File: config.mk
export PLATFORM = sky130hd
export DESIGN_NAME = drop_timing_unit
export DESIGN_NICKNAME = d
export VERILOG_FILES = /design/src/rtl/drop_pkg.sv /design/src/rtl/isqrt_seq.sv /design/src/rtl/drop_timing_unit.sv
export SDC_FILE = /design/constraint.sdc
export NUM_CORES = 1
export LEC_CHECK = 0
export ABC_AREA = 1
export CORE_AREA = 5 5 157 159
export DETAILED_ROUTE_END_ITERATION = 7
export DIE_AREA = 0 0 162 164
export GPL_ROUTABILITY_DRIVEN = 0
export GPL_TIMING_DRIVEN = 0
export HOLD_SLACK_MARGIN = 0.15
export MAX_ROUTING_LAYER = met4
export PLACE_DENSITY = 0.6
export SLEW_MARGIN = 10
export SYNTH_ARGS = -nofsm -noshare
export SYNTH_HDL_FRONTEND = slang
export SYNTH_SLANG_ARGS = --single-unit
File: constraint.sdc
create_clock -name clk -period 2.5 [get_ports clk]
set_input_delay 0.75 -clock clk [delete_from_list [all_inputs] [get_ports clk]]
set_output_delay 0.75 -clock clk [all_outputs]
set_load 0.01 [all_outputs]
File: src/rtl/drop_pkg.sv
// Shared types and constants for the baggage-drop timing front-end.
package drop_pkg;

   localparam int SENSOR_W   = 8;
   localparam int T_W        = 16;
   localparam int ROOT_STEPS = 12;
   localparam int RAD_W      = 24;
   localparam int FRAC_BITS  = 8;

   typedef enum logic [1:0] {
      IDLE,
      AVG,
      ROOT,
      DONE
   } state_t;

endpackage

File: src/rtl/isqrt_seq.sv
// Sequential restoring integer square root, one result bit per step, MSB first.
module isqrt_seq #(
   parameter int RAD_W = 24,
   parameter int STEPS = RAD_W / 2
) (
   input  logic             clk,
   input  logic             rst_n,
   input  logic             load,
   input  logic [RAD_W-1:0] rad_in,
   input  logic             step,
   output logic             done,
   output logic [STEPS-1:0] root
);

   localparam int REM_W = STEPS + 2;
   localparam int CNT_W = $clog2(STEPS + 1);
   localparam logic [CNT_W-1:0] LAST_CNT = CNT_W'(STEPS - 1);
   localparam logic [CNT_W-1:0] END_CNT  = CNT_W'(STEPS);

   logic [RAD_W-1:0] rad_q;
   logic [REM_W-1:0] rem_q;
   logic [STEPS-1:0] root_q;
   logic [CNT_W-1:0] cnt_q;

   logic [REM_W-1:0] rem_sh;
   logic [REM_W-1:0] trial;
   logic             fits;

   // The remainder never exceeds 2*root, so its top two bits are always zero before the shift.
   always_comb begin
      rem_sh = {rem_q[REM_W-3:0], rad_q[RAD_W-1 -: 2]};
      trial  = {root_q, 2'b01};
      fits   = (rem_sh >= trial);
   end

   always_ff @(posedge clk) begin
      if (!rst_n) begin
         rad_q  <= '0;
         rem_q  <= '0;
         root_q <= '0;
         cnt_q  <= '0;
      end else if (load) begin
         rad_q  <= rad_in;
         rem_q  <= '0;
         root_q <= '0;
         cnt_q  <= '0;
      end else if (step && (cnt_q != END_CNT)) begin
         rad_q  <= {rad_q[RAD_W-3:0], 2'b00};
         rem_q  <= fits ? (rem_sh - trial) : rem_sh;
         root_q <= {root_q[STEPS-2:0], fits};
         cnt_q  <= cnt_q + CNT_W'(1);
      end
   end

   // High during the step that produces the final result bit.
   assign done = step && (cnt_q == LAST_CNT);
   assign root = root_q;

endmodule

File: src/rtl/drop_timing_unit.sv
// Captures sensor heights and limit, averages the healthy sensors and returns sqrt(height) in Q8.8.
module drop_timing_unit #(
   parameter int SENSOR_W   = drop_pkg::SENSOR_W,
   parameter int T_W        = drop_pkg::T_W,
   parameter int ROOT_STEPS = drop_pkg::ROOT_STEPS
) (
   input  logic                clk,
   input  logic                rst_n,
   input  logic                start,
   input  logic [SENSOR_W-1:0] sensor1,
   input  logic [SENSOR_W-1:0] sensor2,
   input  logic [SENSOR_W-1:0] sensor3,
   input  logic [SENSOR_W-1:0] sensor4,
   input  logic [T_W-1:0]      t_lim_in,
   input  logic                drop_en_in,
   output logic [T_W-1:0]      t_act,
   output logic [T_W-1:0]      t_lim,
   output logic                drop_en,
   output logic                busy,
   output logic                valid
);

   import drop_pkg::*;

   localparam int RAD_W = SENSOR_W + 2 * FRAC_BITS;

   state_t state_q, state_d;

   logic [SENSOR_W-1:0]   s1_q, s2_q, s3_q, s4_q;
   logic [T_W-1:0]        t_lim_q;
   logic                  drop_q;
   logic                  sq_load, sq_step, sq_done;
   logic [ROOT_STEPS-1:0] sq_root;
   logic [SENSOR_W-1:0]   height;

   // A zero reading marks a faulty sensor; a pair is usable only when both readings are nonzero.
   function automatic logic [SENSOR_W-1:0] avg_height(
      input logic [SENSOR_W-1:0] a, b, c, d
   );
      logic [SENSOR_W+1:0] sum4;
      logic [SENSOR_W:0]   sum2;
      logic                ok13, ok24;
      ok13 = (a != '0) && (c != '0);
      ok24 = (b != '0) && (d != '0);
      sum4 = {2'b00, a} + {2'b00, b} + {2'b00, c} + {2'b00, d} + (SENSOR_W+2)'(2);
      if (ok13 && ok24) begin
         return sum4[SENSOR_W+1:2];
      end else if (ok24) begin
         sum2 = {1'b0, b} + {1'b0, d} + (SENSOR_W+1)'(1);
         return sum2[SENSOR_W:1];
      end else if (ok13) begin
         sum2 = {1'b0, a} + {1'b0, c} + (SENSOR_W+1)'(1);
         return sum2[SENSOR_W:1];
      end
      return '0;
   endfunction

   assign height = avg_height(s1_q, s2_q, s3_q, s4_q);

   isqrt_seq #(
      .RAD_W (RAD_W),
      .STEPS (ROOT_STEPS)
   ) u_isqrt (
      .clk    (clk),
      .rst_n  (rst_n),
      .load   (sq_load),
      .rad_in ({height, {(2*FRAC_BITS){1'b0}}}),
      .step   (sq_step),
      .done   (sq_done),
      .root   (sq_root)
   );

   always_comb begin
      state_d = state_q;
      sq_load = 1'b0;
      sq_step = 1'b0;
      case (state_q)
         IDLE: if (start) state_d = AVG;
         AVG: begin
            sq_load = 1'b1;
            state_d = ROOT;
         end
         ROOT: begin
            sq_step = 1'b1;
            if (sq_done) state_d = DONE;
         end
         DONE:    state_d = IDLE;
         default: state_d = IDLE;
      endcase
   end

   always_ff @(posedge clk) begin
      if (!rst_n) begin
         state_q <= IDLE;
         s1_q    <= '0;
         s2_q    <= '0;
         s3_q    <= '0;
         s4_q    <= '0;
         t_lim_q <= '0;
         drop_q  <= 1'b0;
         t_act   <= '0;
         t_lim   <= '0;
         drop_en <= 1'b0;
         valid   <= 1'b0;
      end else begin
         state_q <= state_d;
         valid   <= 1'b0;
         if ((state_q == IDLE) && start) begin
            s1_q    <= sensor1;
            s2_q    <= sensor2;
            s3_q    <= sensor3;
            s4_q    <= sensor4;
            t_lim_q <= t_lim_in;
            drop_q  <= drop_en_in;
         end
         // Outputs move together only here, so downstream never sees a partial update.
         if (state_q == DONE) begin
            t_act   <= {{(T_W-ROOT_STEPS){1'b0}}, sq_root};
            t_lim   <= t_lim_q;
            drop_en <= drop_q;
            valid   <= 1'b1;
         end
      end
   end

   assign busy = (state_q != IDLE);

endmodule

# == Word level (Yosys, flattened, before mapping) ==
# Index checks and enable logic that the tools add are counted.
# classes
addsub,10
mux,16
eq_ne,7
n_lt_le_gt_ge,1
bitwise_logic,1
reduce_logical,15
# ops
operator,n
$mux 24,2
$mux 8,4
$reduce_bool 8->1,4
$add 8x8->9,3
$add 9x1->9 const B,2
$ge 14x14->1,1
$mux 12,1
$sub 12x12->12,1
$add 10x2->10 const B,1
$add 10x8->10,1
$add 9x8->10,1
$pmux 2 s4,1
$logic_and 1x1->1,6
$mux 1,6
$add 4x1->4 const B,1
$eq 2x2->1 const B,2
$eq 4x4->1 const B,1
$mux 2,2
$ne 2x2->1 const B,2
$ne 4x4->1 const B,1
$reduce_bool 2->1,2
$eq 2x1->1 const B,1
$logic_not 2->1,1
$reduce_and 2->1,1
2 further kinds,2
# word_totals
ff_bits,117
out_inout_bits,35
word_cells,65

# == Logic depth before layout (Yosys ltp) ==
# logic_depth
ltp_word,7
depth_mapped,15
depth_no_buf,15

# == Cells and area by module ==
# A second synthesis with hierarchy kept.
# unflattened
cells_unflattened,1133
hier_area_um2,7739.9
# by_module_without_submodules
mod,seq_area_each_um2,area_per_inst_um2,instances,cells_per_inst
drop_timing_unit,1621.6,4774.6,1,689
isqrt_seq,1041.0,2965.3,1,444

# == Least setup slack after synthesis ==
# No wires, ideal clock.
# synth_timing
path_type,reg2reg
start,register s1_q[2]
end,register u_isqrt.rad_q[21]
setup_time_ns,0.070
setup_slack_ns,-0.104
period_less_slack_ns,2.604
required_time_ns,2.430
t_arrival_ns,2.534
path_stages_with_launch,15
path_buffers,0
path_cell_list,dfxtp_1 inv_1 fa_1 fa_1 inv_1 ha_1 a21oi_1 o21ai_1 nand2_1 nand2_1 nand2_1 nand2_1 a21oi_1 nand2_1 a21oi_1
# synth_via
elab_chain_len,7
# synth_rtl
element,line_no,text
"start, declared",drop_timing_unit.sv:29,"logic [SENSOR_W-1:0] s1_q, s2_q, s3_q, s4_q;"
"start signal, assigned",drop_timing_unit.sv:109,s1_q <= sensor1;
"$add 8x8->9, or another cell as far along",drop_timing_unit.sv:45,"sum4 = {2'b00, a} + {2'b00, b} + {2'b00, c} + {2'b00, d} + (SENSOR_W+2)'(2);"
"$add 9x8->10, or another cell as far along",drop_timing_unit.sv:45,
"$add 10x8->10, or another cell as far along",drop_timing_unit.sv:45,
"$add 10x2->10, or another cell as far along",drop_timing_unit.sv:45,
$mux 8 or $mux 1 (tied branches),drop_timing_unit.sv:46,if (ok13 && ok24) begin
$mux 8 *,drop_timing_unit.sv:55,return '0;
$mux 24 *,isqrt_seq.sv:42,end else if (load) begin
"end signal, assigned",isqrt_seq.sv:43,rad_q <= rad_in;
"end signal, assigned",isqrt_seq.sv:48,"rad_q <= {rad_q[RAD_W-3:0], 2'b00};"
"end, declared",isqrt_seq.sv:20,logic [RAD_W-1:0] rad_q;
# Mark *: on every way between the ends. The rest lies on a longest branch, timed or not. The select of a mux whose other input is x is not followed.
# A chain may end at the register's enable or synchronous reset.

# == Final worst setup path ==
# layout_timing
start,register s2_q[3]
end,register u_isqrt.rad_q[23]
# layout_via
elab_chain_len,7
# layout_rtl
element,line_no,text
"start, declared",drop_timing_unit.sv:29,
"start signal, assigned",drop_timing_unit.sv:110,s2_q <= sensor2;
$add 8x8->9,drop_timing_unit.sv:45,
$add 9x8->10,drop_timing_unit.sv:45,
$add 10x8->10,drop_timing_unit.sv:45,
$add 10x2->10,drop_timing_unit.sv:45,
$mux 8,drop_timing_unit.sv:46,
$mux 8 *,drop_timing_unit.sv:55,
$mux 24 *,isqrt_seq.sv:42,
# Mark *: on every way between the ends. The rest lies on a longest branch, timed or not.

==> metrics.txt <==
Top Ports=87; RSZ-0062 raised after global routing=yes; clk root buf=clkbuf_16; Sequential Power Share=0.198; ys async rst share=0; H-tree level count=4; DIE AREA=0.0266 mm^2; # clock sinks=117; min Tclk post-route=2.68 ns; WL met2=9150 um; fin cells=1402; Setup Skew=0.00963 ns; cell-internal power=7.35 mW; largest net degree at the start of global routing=17; area added between synthesis and finish=32.1%; CTS tree=built; synth unique cells=36; dominant cell type by area after synthesis=dfxtp_1; vias=6583; antenna violations before repair=0; Comb power frac=0.632; Primary FF master, synth=dfxtp_1; Port Buffers=82; dpl hpwl=15600 um; Setup crit start kind=flip-flop; site row count=56; initial DRC count=480; relative slew slack=0.544; Placed Cells=1358; Die X=162 um; nets@finish=1213; drt drc=0; Post-synth EDFFs=0; Seq/Total Area, Yosys=0.343; leak pwr=4.02 nW; period utilization=1.07; Max clock buf depth=2; Final WS setup=-0.175 ns; status=finished with violations; Hold Vio Cnt, Final=0; endpoints failing setup=7; Worst Setup Path Type=reg -> reg; met3 wire length=1160 um; maximum VDD drop=0.949 mV; top post-synthesis cells by count=nand2_1, inv_1, nor2_1, dfxtp_1, o21ai_0; Max Slew Vio Count=0; DR top layer=met4; actual slew at the worst max-slew pin=0.682 ns; vias in the first global route=6378; pwr dens=1560 mW/mm^2; share of post-route cells with drive strength above 1=0.139; CP Data Arrival Time=2.98 ns; Ys Warns=0; vias per inst=4.70; Initial DRT Pass Iterations=5; hold_ws=0.466 ns; FMAX=374 MHz; Max Cap Violations=0; Clock Pin Slew Worst Setup and Hold Paths=0.06 ns; CP max FO=4; most common cell in the netlist=nand2_1; Die Y=164 um; CTS buffer count=17; GR Util All Layers=0.161; FF+latch count, synth=117; core region area=0.0231 mm^2; WL/cell=14.5 um; CTS hold repair buffers=0; Netlist Area Pre-Place=0.00683 mm^2; Post-Route WL=20300 um; Post-Route M1 WL=9690 um; Clk pwr share=0.170; number of diodes=0; syn_area_per_cell=6.95 um^2; switching pwr=6.72 mW; post-route ant nets=0; Starting Density=0.296; GRT overflow=0; CP endpoint kind=flip-flop; failing checks=negative setup slack; Mapped Cells=983; CP Data Required Time=2.81 ns; min-delay worst type=reg -> reg; fin util=0.391; first-pass GRT wire length=33100 um; Sw Share=0.478; top cell type's share of synthesized area=0.343; top cells by area, synth=dfxtp_1, nand2_1, ha_1, o21ai_0, inv_1; latest clock arrival within the worst-skew pair=0.42 ns
## critical path, cell delays in order, from the launching register on
cell and delay, ns:
dfxtp_2 0.33, inv_2 0.06, fa_2 0.51, fa_1 0.55, inv_2 0.05, ha_4 0.27, nand2_4 0.12, nor2_1 0.06
o21ai_1 0.18, nand3_2 0.12, nor2_2 0.12, nor2_2 0.05, nand2_1 0.09, a21oi_2 0.05
## state kept, by name, summed over array words and instances, names as in the netlist
name / cells
t_lim: 16
t_lim_q: 16
t_act: 12
u_isqrt.rem_q: 12
u_isqrt.root: 12
s1_q: 8
s2_q: 8
s3_q: 8
s4_q: 8
u_isqrt.rad_q: 8
u_isqrt.cnt_q: 4
state_q: 2
drop_en: 1
drop_q: 1
valid: 1
## placed cells by master (no fill, tap or decap), drive strengths merged, types with 2 or more instances in the layout
master,n
conb,4
nand4,16
nand3b,3
clkinvlp,2
dfxtp,117
nand3,55
inv,143
xor2,4
fa,17
nor3b,2
ha,44
a21oi,93
nand2,183
nor2,122
buf,21
bufinv,3
o21ai,119
clkbuf,48
clkdlybuf4s50,81
o21bai,4
a211oi,2
xnor2,11
nor3,5
clkinv,8
## final cells by class
type	instances	area, um^2
multi-input cells	688	4100
flip-flops and latches	117	2370
repair buffers	95	917
inverters	145	549
plain buffers	36	160
well taps	290	363
clock inverters	11	135
fillers	2390	14100
clock buffers	20	437
## logic make-up (layout without fill, tap and decap cells)
kind of cell	count (synthesis)	after routing	share of synthesized area
AOI/OAI and AO/OA	221	221	0.166
xor gates and xnor gates	15	15	0.0192
adders and majority gates	61	61	0.130
buffers and inverters	181	307	0.103
DFF	117	117	0.343
other	1	4	0.000549
and+or+nand+nor	387	387	0.238
## power groups by stage
| stage | registers [mW] | logic (mW) | clock network [mW] |
|---|---|---|---|
| CTS | 2.78 | 8.24 | 2.44 |
| global placement | 2.78 | 7.56 | 0 |
| finish | 2.78 | 8.90 | 2.40 |
| detailed placement | 2.79 | 7.61 | 0 |
| floorplan | 2.74 | 5.63 | 0 |
| global route | 2.85 | 10.0 | 2.50 |
## routing by layer
| metal | GRT usage | vias up |
|---|---|---|
| li1 | - | 3400 |
| met1 | 0.217 | 2987 |
| met2 | 0.246 | 178 |
| met3 | 0.0316 | 18 |
| met4 | 0.0461 | 0 |
| met5 | - | - |
## worst paths after layout
kind / from / to / slack, ns / cells after the start
max: s2_q[3] / u_isqrt.rad_q[23] / -0.18 / 13
max reg2reg: s2_q[3] / u_isqrt.rad_q[23] / -0.18 / 13
min: u_isqrt.rad_q[16] / u_isqrt.rad_q[16] / 0.47 / 2
min reg2reg: u_isqrt.rad_q[16] / u_isqrt.rad_q[16] / 0.47 / 2
## repair_timing
action / CTS / global route
endpoints found under the hold margin: 0 / 0
setup endpoints to repair: 8 / 17
buffers inserted: 7 / 6
resized for setup: 60 / 43
pin swaps: 33 / 28
## per-stage QoR
stage	setup WS, ns	power [mW]	cell area (um^2)	setup TNS [ns]
detailed placement	-0.336	10.4	8080	-6.84
global route	-0.288	15.4	9030	-2.11
floorplan	0.00333	8.37	6900	0
finish	-0.175	14.1	9030	-0.728
global placement	-0.335	10.3	8080	-6.50
CTS	-0.106	13.5	8840	-0.462
Note: power is estimated with default switching activity, not from simulation.
==> edit 1, RTL diff (config.mk and constraints unchanged) <==
Reset style: asynchronous (`rst_n`), changed in 2 clocked blocks.
--- a/src/rtl/isqrt_seq.sv
+++ b/src/rtl/isqrt_seq.sv
@@ -33,7 +33,7 @@
       fits   = (rem_sh >= trial);
    end
 
-   always_ff @(posedge clk) begin
+   always_ff @(posedge clk or negedge rst_n) begin
       if (!rst_n) begin
          rad_q  <= '0;
          rem_q  <= '0;
--- a/src/rtl/drop_timing_unit.sv
+++ b/src/rtl/drop_timing_unit.sv
@@ -89,7 +89,7 @@
       endcase
    end
 
-   always_ff @(posedge clk) begin
+   always_ff @(posedge clk or negedge rst_n) begin
       if (!rst_n) begin
          state_q <= IDLE;
          s1_q    <= '0;
Function: differs if rst_n is asserted again (counterexample within 4 cycles, from zero or initial values and one cycle with rst_n low); with rst_n held inactive, the same outputs for 10 cycles.
==> edit 1 against the unedited design <==
- the run still ends with setup timing left
- area after synthesis rose by 7.2%
- cell count decreased by 3.8%
- critical path depth rose by 1
- wire length is 10% lower
- cell area up 5.9%
- worst setup slack improved by 0.024 ns
- clock skew rose by 0.011 ns
- sequential cell count unchanged
- via count fell by 6.5%
- non-clock buffer count up 2
- highest routed layer unchanged
Power is not shown: default switching activity piles up to over one toggle a cycle in this logic, so the estimate is an artifact.
==> edit 1: results <==
metrics = {
    "worst_hold_path": {
        "hold_class": "in2async",
    },
    "synth": {
        "synthArstFlopShare_pct": 100,
        "ys_top_cells_by_area": "dfrtp_1 (40%), nand2_1 (11%), inv_1 (8.1%)",
        "synth_commonest_cells": "nand2_1 (207), inv_1 (158), dfrtp_1 (117), nor2_1 (105), a21oi_1 (66)",
        "synth_flop_cell": "dfrtp_1",
        "yosysUniqueCellTypes": 36,
        "yosysWarningCount": 0,
        "synth_seq_area_share_pct": 40.0,
    },
    "placement": {
        "portBuffers": 82,
        "dp_hpwl_um": 13900,
    },
    "global_route": {
        "grt_pass1_wl_um": 30500,
        "grt_max_degree": 62,
        "grt_pass1_vias": 6207,
        "grt_util_all_layers_pct": 14.6,
        "antenna_found_initial": 0,
    },
    "timing": {
        "finalClockSkew_ns": 0.0204,
        "setup_ws_ns": -0.152,
        "setup_viol_count_final": 7,
        "slew_headroom_pct": 59.7,
    },
    "run_status": {
        "violations": "setup timing",
        "status": "finished, violations left",
    },
    "final_layout": {
        "top_regs": "t_lim: 16 flops, t_lim_q: 16 flops",
        "layout-drive-gt1-share_pct": 16.9,
        "diodes": 0,
        "fin_nets": 1159,
        "fillCellCount": 2312,
    },
    "clocking": {
        "cts_buffers": 17,
        "root_buffer": "clkbuf_16",
        "clkLatencyLatePin_ns": 0.42,
        "htreeDepth": 4,
        "path_clk_slew_ns": 0.06,
    },
    "setup_path": {
        "cp.arrival_ns": 2.95,
        "path_max_fanout": 4,
        "cpPeakStageDelay_ns": 0.52,
    },
    "routing": {
        "drtIter0Drc": 237,
        "post_drt_wl_per_cell_um": 13.6,
        "vias_per_cell": 4.56,
        "first_pass_iters": 4,
    },
}
edit 1: cell families after synthesis:
family | Yosys count | synth area share (%)
adder cells (fa/ha/maj) | 61 | 12.2
AO/OA/AOI/OAI | 110 | 8.28
XOR/XNOR | 11 | 1.31
flip-flops | 117 | 40.0
multiplexers | 34 | 5.22
AND/OR/NAND/NOR | 398 | 23.2
other | 1 | 0.0512
buffers and inverters | 183 | 9.80
edit 1: final cells by class:
class | count | area [um^2] | share of cell area [%]
Inverter | 159 | 597 | 6.24
Sequential cell | 117 | 2930 | 30.6
Timing Repair Buffer | 109 | 1050 | 11.0
Multi-Input combinational cell | 618 | 3880 | 40.6
Clock inverter | 14 | 186 | 1.95
Tap cell | 290 | 363 | 3.79
Buffer | 24 | 121 | 1.27
Clock buffer | 18 | 439 | 4.59
edit 1: worst max-delay path, delay by kind of cell (launching register included):
family | cells | cell delay (ns)
fa+ha+maj | 3 | 1.30
simple gates | 7 | 0.51
flops | 1 | 0.36
buf+inv | 3 | 0.19
compound gates | 1 | 0.16
edit 1: per-layer routing:
layer | wire (um) | global-route usage [%] | vias up
met2 | 9130 | 24.3 | 90
met1 | 8450 | 18.2 | 2887
met5 | 0 | - | -
met3 | 418 | 2.61 | 23
met4 | 285 | 4.65 | 0
li1 | - | - | 3152
edit 1: worst paths after layout:
path                       cells past startpoint        startpoint           endpoint  slack, ns
hold / removal                                 1             rst_n   u_isqrt.rem_q[9]       0.30
setup reg to reg                              14           s3_q[2]  u_isqrt.rad_q[19]      -0.15
max in group asynchronous                      2             rst_n           t_lim[1]       1.53
setup / recovery                              14           s3_q[2]  u_isqrt.rad_q[19]      -0.15
min in group clk                               1  u_isqrt.cnt_q[3]   u_isqrt.cnt_q[3]       0.49
hold reg to reg                                1  u_isqrt.cnt_q[3]   u_isqrt.cnt_q[3]       0.49
edit 1: through the flow:
stage | setup TNS (ns) | cells | area [um^2] | utilization, % | setup WS (ns)
detailed placement | -6.07 | 1291 | 8560 | 37.0 | -0.400
global route | -1.90 | 1349 | 9560 | 41.4 | -0.293
floorplan | -0.0385 | 918 | 7350 | - | -0.0385
CTS | -0.605 | 1345 | 9440 | 40.8 | -0.121
finish | -0.737 | 1349 | 9560 | 41.4 | -0.152
global placement | -502.46 | 1290 | 8540 | 36.9 | -4.25
edit 1: what timing repair did:
| item | 4_1_cts | 5_1_grt |
|---|---|---|
| endpoints found under the setup margin | 9 | 8 |
| buffers inserted | 22 | 4 |
| pin swaps | 24 | 17 |
| gates resized for setup | 30 | 32 |
| hold buffers | 0 | 0 |
==> edit 2, RTL diff (config.mk and constraints unchanged) <==
Without the edit above. The package constant `ROOT_STEPS` goes from 12 to 6.
--- a/src/rtl/drop_pkg.sv
+++ b/src/rtl/drop_pkg.sv
@@ -3,7 +3,7 @@
 
    localparam int SENSOR_W   = 8;
    localparam int T_W        = 16;
-   localparam int ROOT_STEPS = 12;
+   localparam int ROOT_STEPS = 6;
    localparam int RAD_W      = 24;
    localparam int FRAC_BITS  = 8;
 
Check against the original RTL: not equivalent (a bounded check fails within 10 cycles, from zero or initial values and one cycle with rst_n low).
==> edit 2 against the unedited design <==
- the flow still finishes with violations (setup timing)
- global-route usage shrank 3.7 points
- utilization shrank 6.0 points
- sequential share of layout area shrank 0.22 points
- first-iteration DRC count shrank 35%
- fmax shrank 0.12%
- clock skew grew 0.0013 ns
- worst setup slack lost 0.0033 ns
- area after synthesis shrank 16%
- sequential cell count shrank 19
- wire length shrank 21%
- cell area shrank 15%
- power shrank 25%
- largest cell class unchanged
==> edit 2: results <==
metrics = {
    "routing": {
        "post_drt_wl_per_cell_um": 13.4,
        "wl_met3_um": 909,
        "wl_met1_um": 7750,
        "drt_wl_total_um": 16100,
    },
    "timing": {
        "setup_viol_count_final": 6,
        "finalClockSkew_ns": 0.0109,
        "setup_tns_ns": -0.591,
        "worstMarginPinSlew_ns": 0.562,
        "setup_ws_ns": -0.178,
    },
    "setup_path": {
        "path_max_fanout": 5,
        "timing.rr.end": "u_isqrt.rad_q[20]",
        "timing.rr.start": "s3_q[5]",
    },
    "pwr": {
        "p_per_area_mw_per_mm2": 1370,
        "vdd_drop_max_v": 0.000628,
        "power_leakage_uw": 0.00340,
        "p_total_uw": 10500,
    },
    "synth": {
        "synth_commonest_cells": "nand2_1 (113), inv_1 (110), o21ai_0 (103), dfxtp_1 (98), nor2_1 (89)",
        "synth_seq_area_share_pct": 34.0,
        "synth_xor_area_share_pct": 1.67,
        "ys_top_cells_by_area": "dfxtp_1 (34%), o21ai_0 (8.9%), ha_1 (8.5%)",
        "syn_inst": 794,
        "synthAdderAreaFrac_pct": 14.4,
    },
    "placement": {
        "portBuffers": 75,
        "place_ws_ns": -0.338,
    },
    "clocking": {
        "cts_buffers": 9,
        "htreeDepth": 3,
        "clkLatencyLatePin_ns": 0.36,
    },
    "global_route": {
        "grt_max_degree": 21,
        "grt_pass1_wl_um": 25800,
        "grt_pass1_vias": 5244,
    },
    "final_layout": {
        "fillCellCount": 2444,
        "layout-drive-gt1-share_pct": 18.4,
        "clk_share_pct": 4.01,
        "fin_util_pct": 33.1,
        "diodes": 1,
    },
    "run_status": {
        "violations": "setup timing",
        "status": "finished, violations left",
    },
}
[edit 2: changes by cell type in the layout (fill, tap and decap cells not counted), moves of 8 or more]
cell / before / now
buf_4: 17 / 27
o21ai_1: 13 / 2
clkbuf_1: 31 / 20
a21oi_1: 80 / 68
nand3_1: 47 / 25
clkbuf_16: 17 / 9
inv_1: 116 / 88
dfxtp_1: 99 / 79
nand2_1: 168 / 105
nor2_1: 111 / 87
[edit 2: per-layer routing]
metal  GRT usage, %  vias to the layer above
met5              -                        -
met4           3.54                        0
met3           2.71                       20
met2           19.1                      148
met1           16.5                     2492
li1               -                     2774
[edit 2: repair_timing]
item,4_1_cts,5_1_grt
pin swaps,31,32
endpoints found under the hold margin,0,0
buffers inserted,13,5
setup endpoints to repair,7,9
resized for setup,61,28
[edit 2: power breakdown]
part	switching, uW	leakage [uW]	total, uW	internal [uW]
Combinational	4000	0.00244	6770	2770
Clock	708	0.000150	1420	714
Sequential	272	0.000811	2310	2040
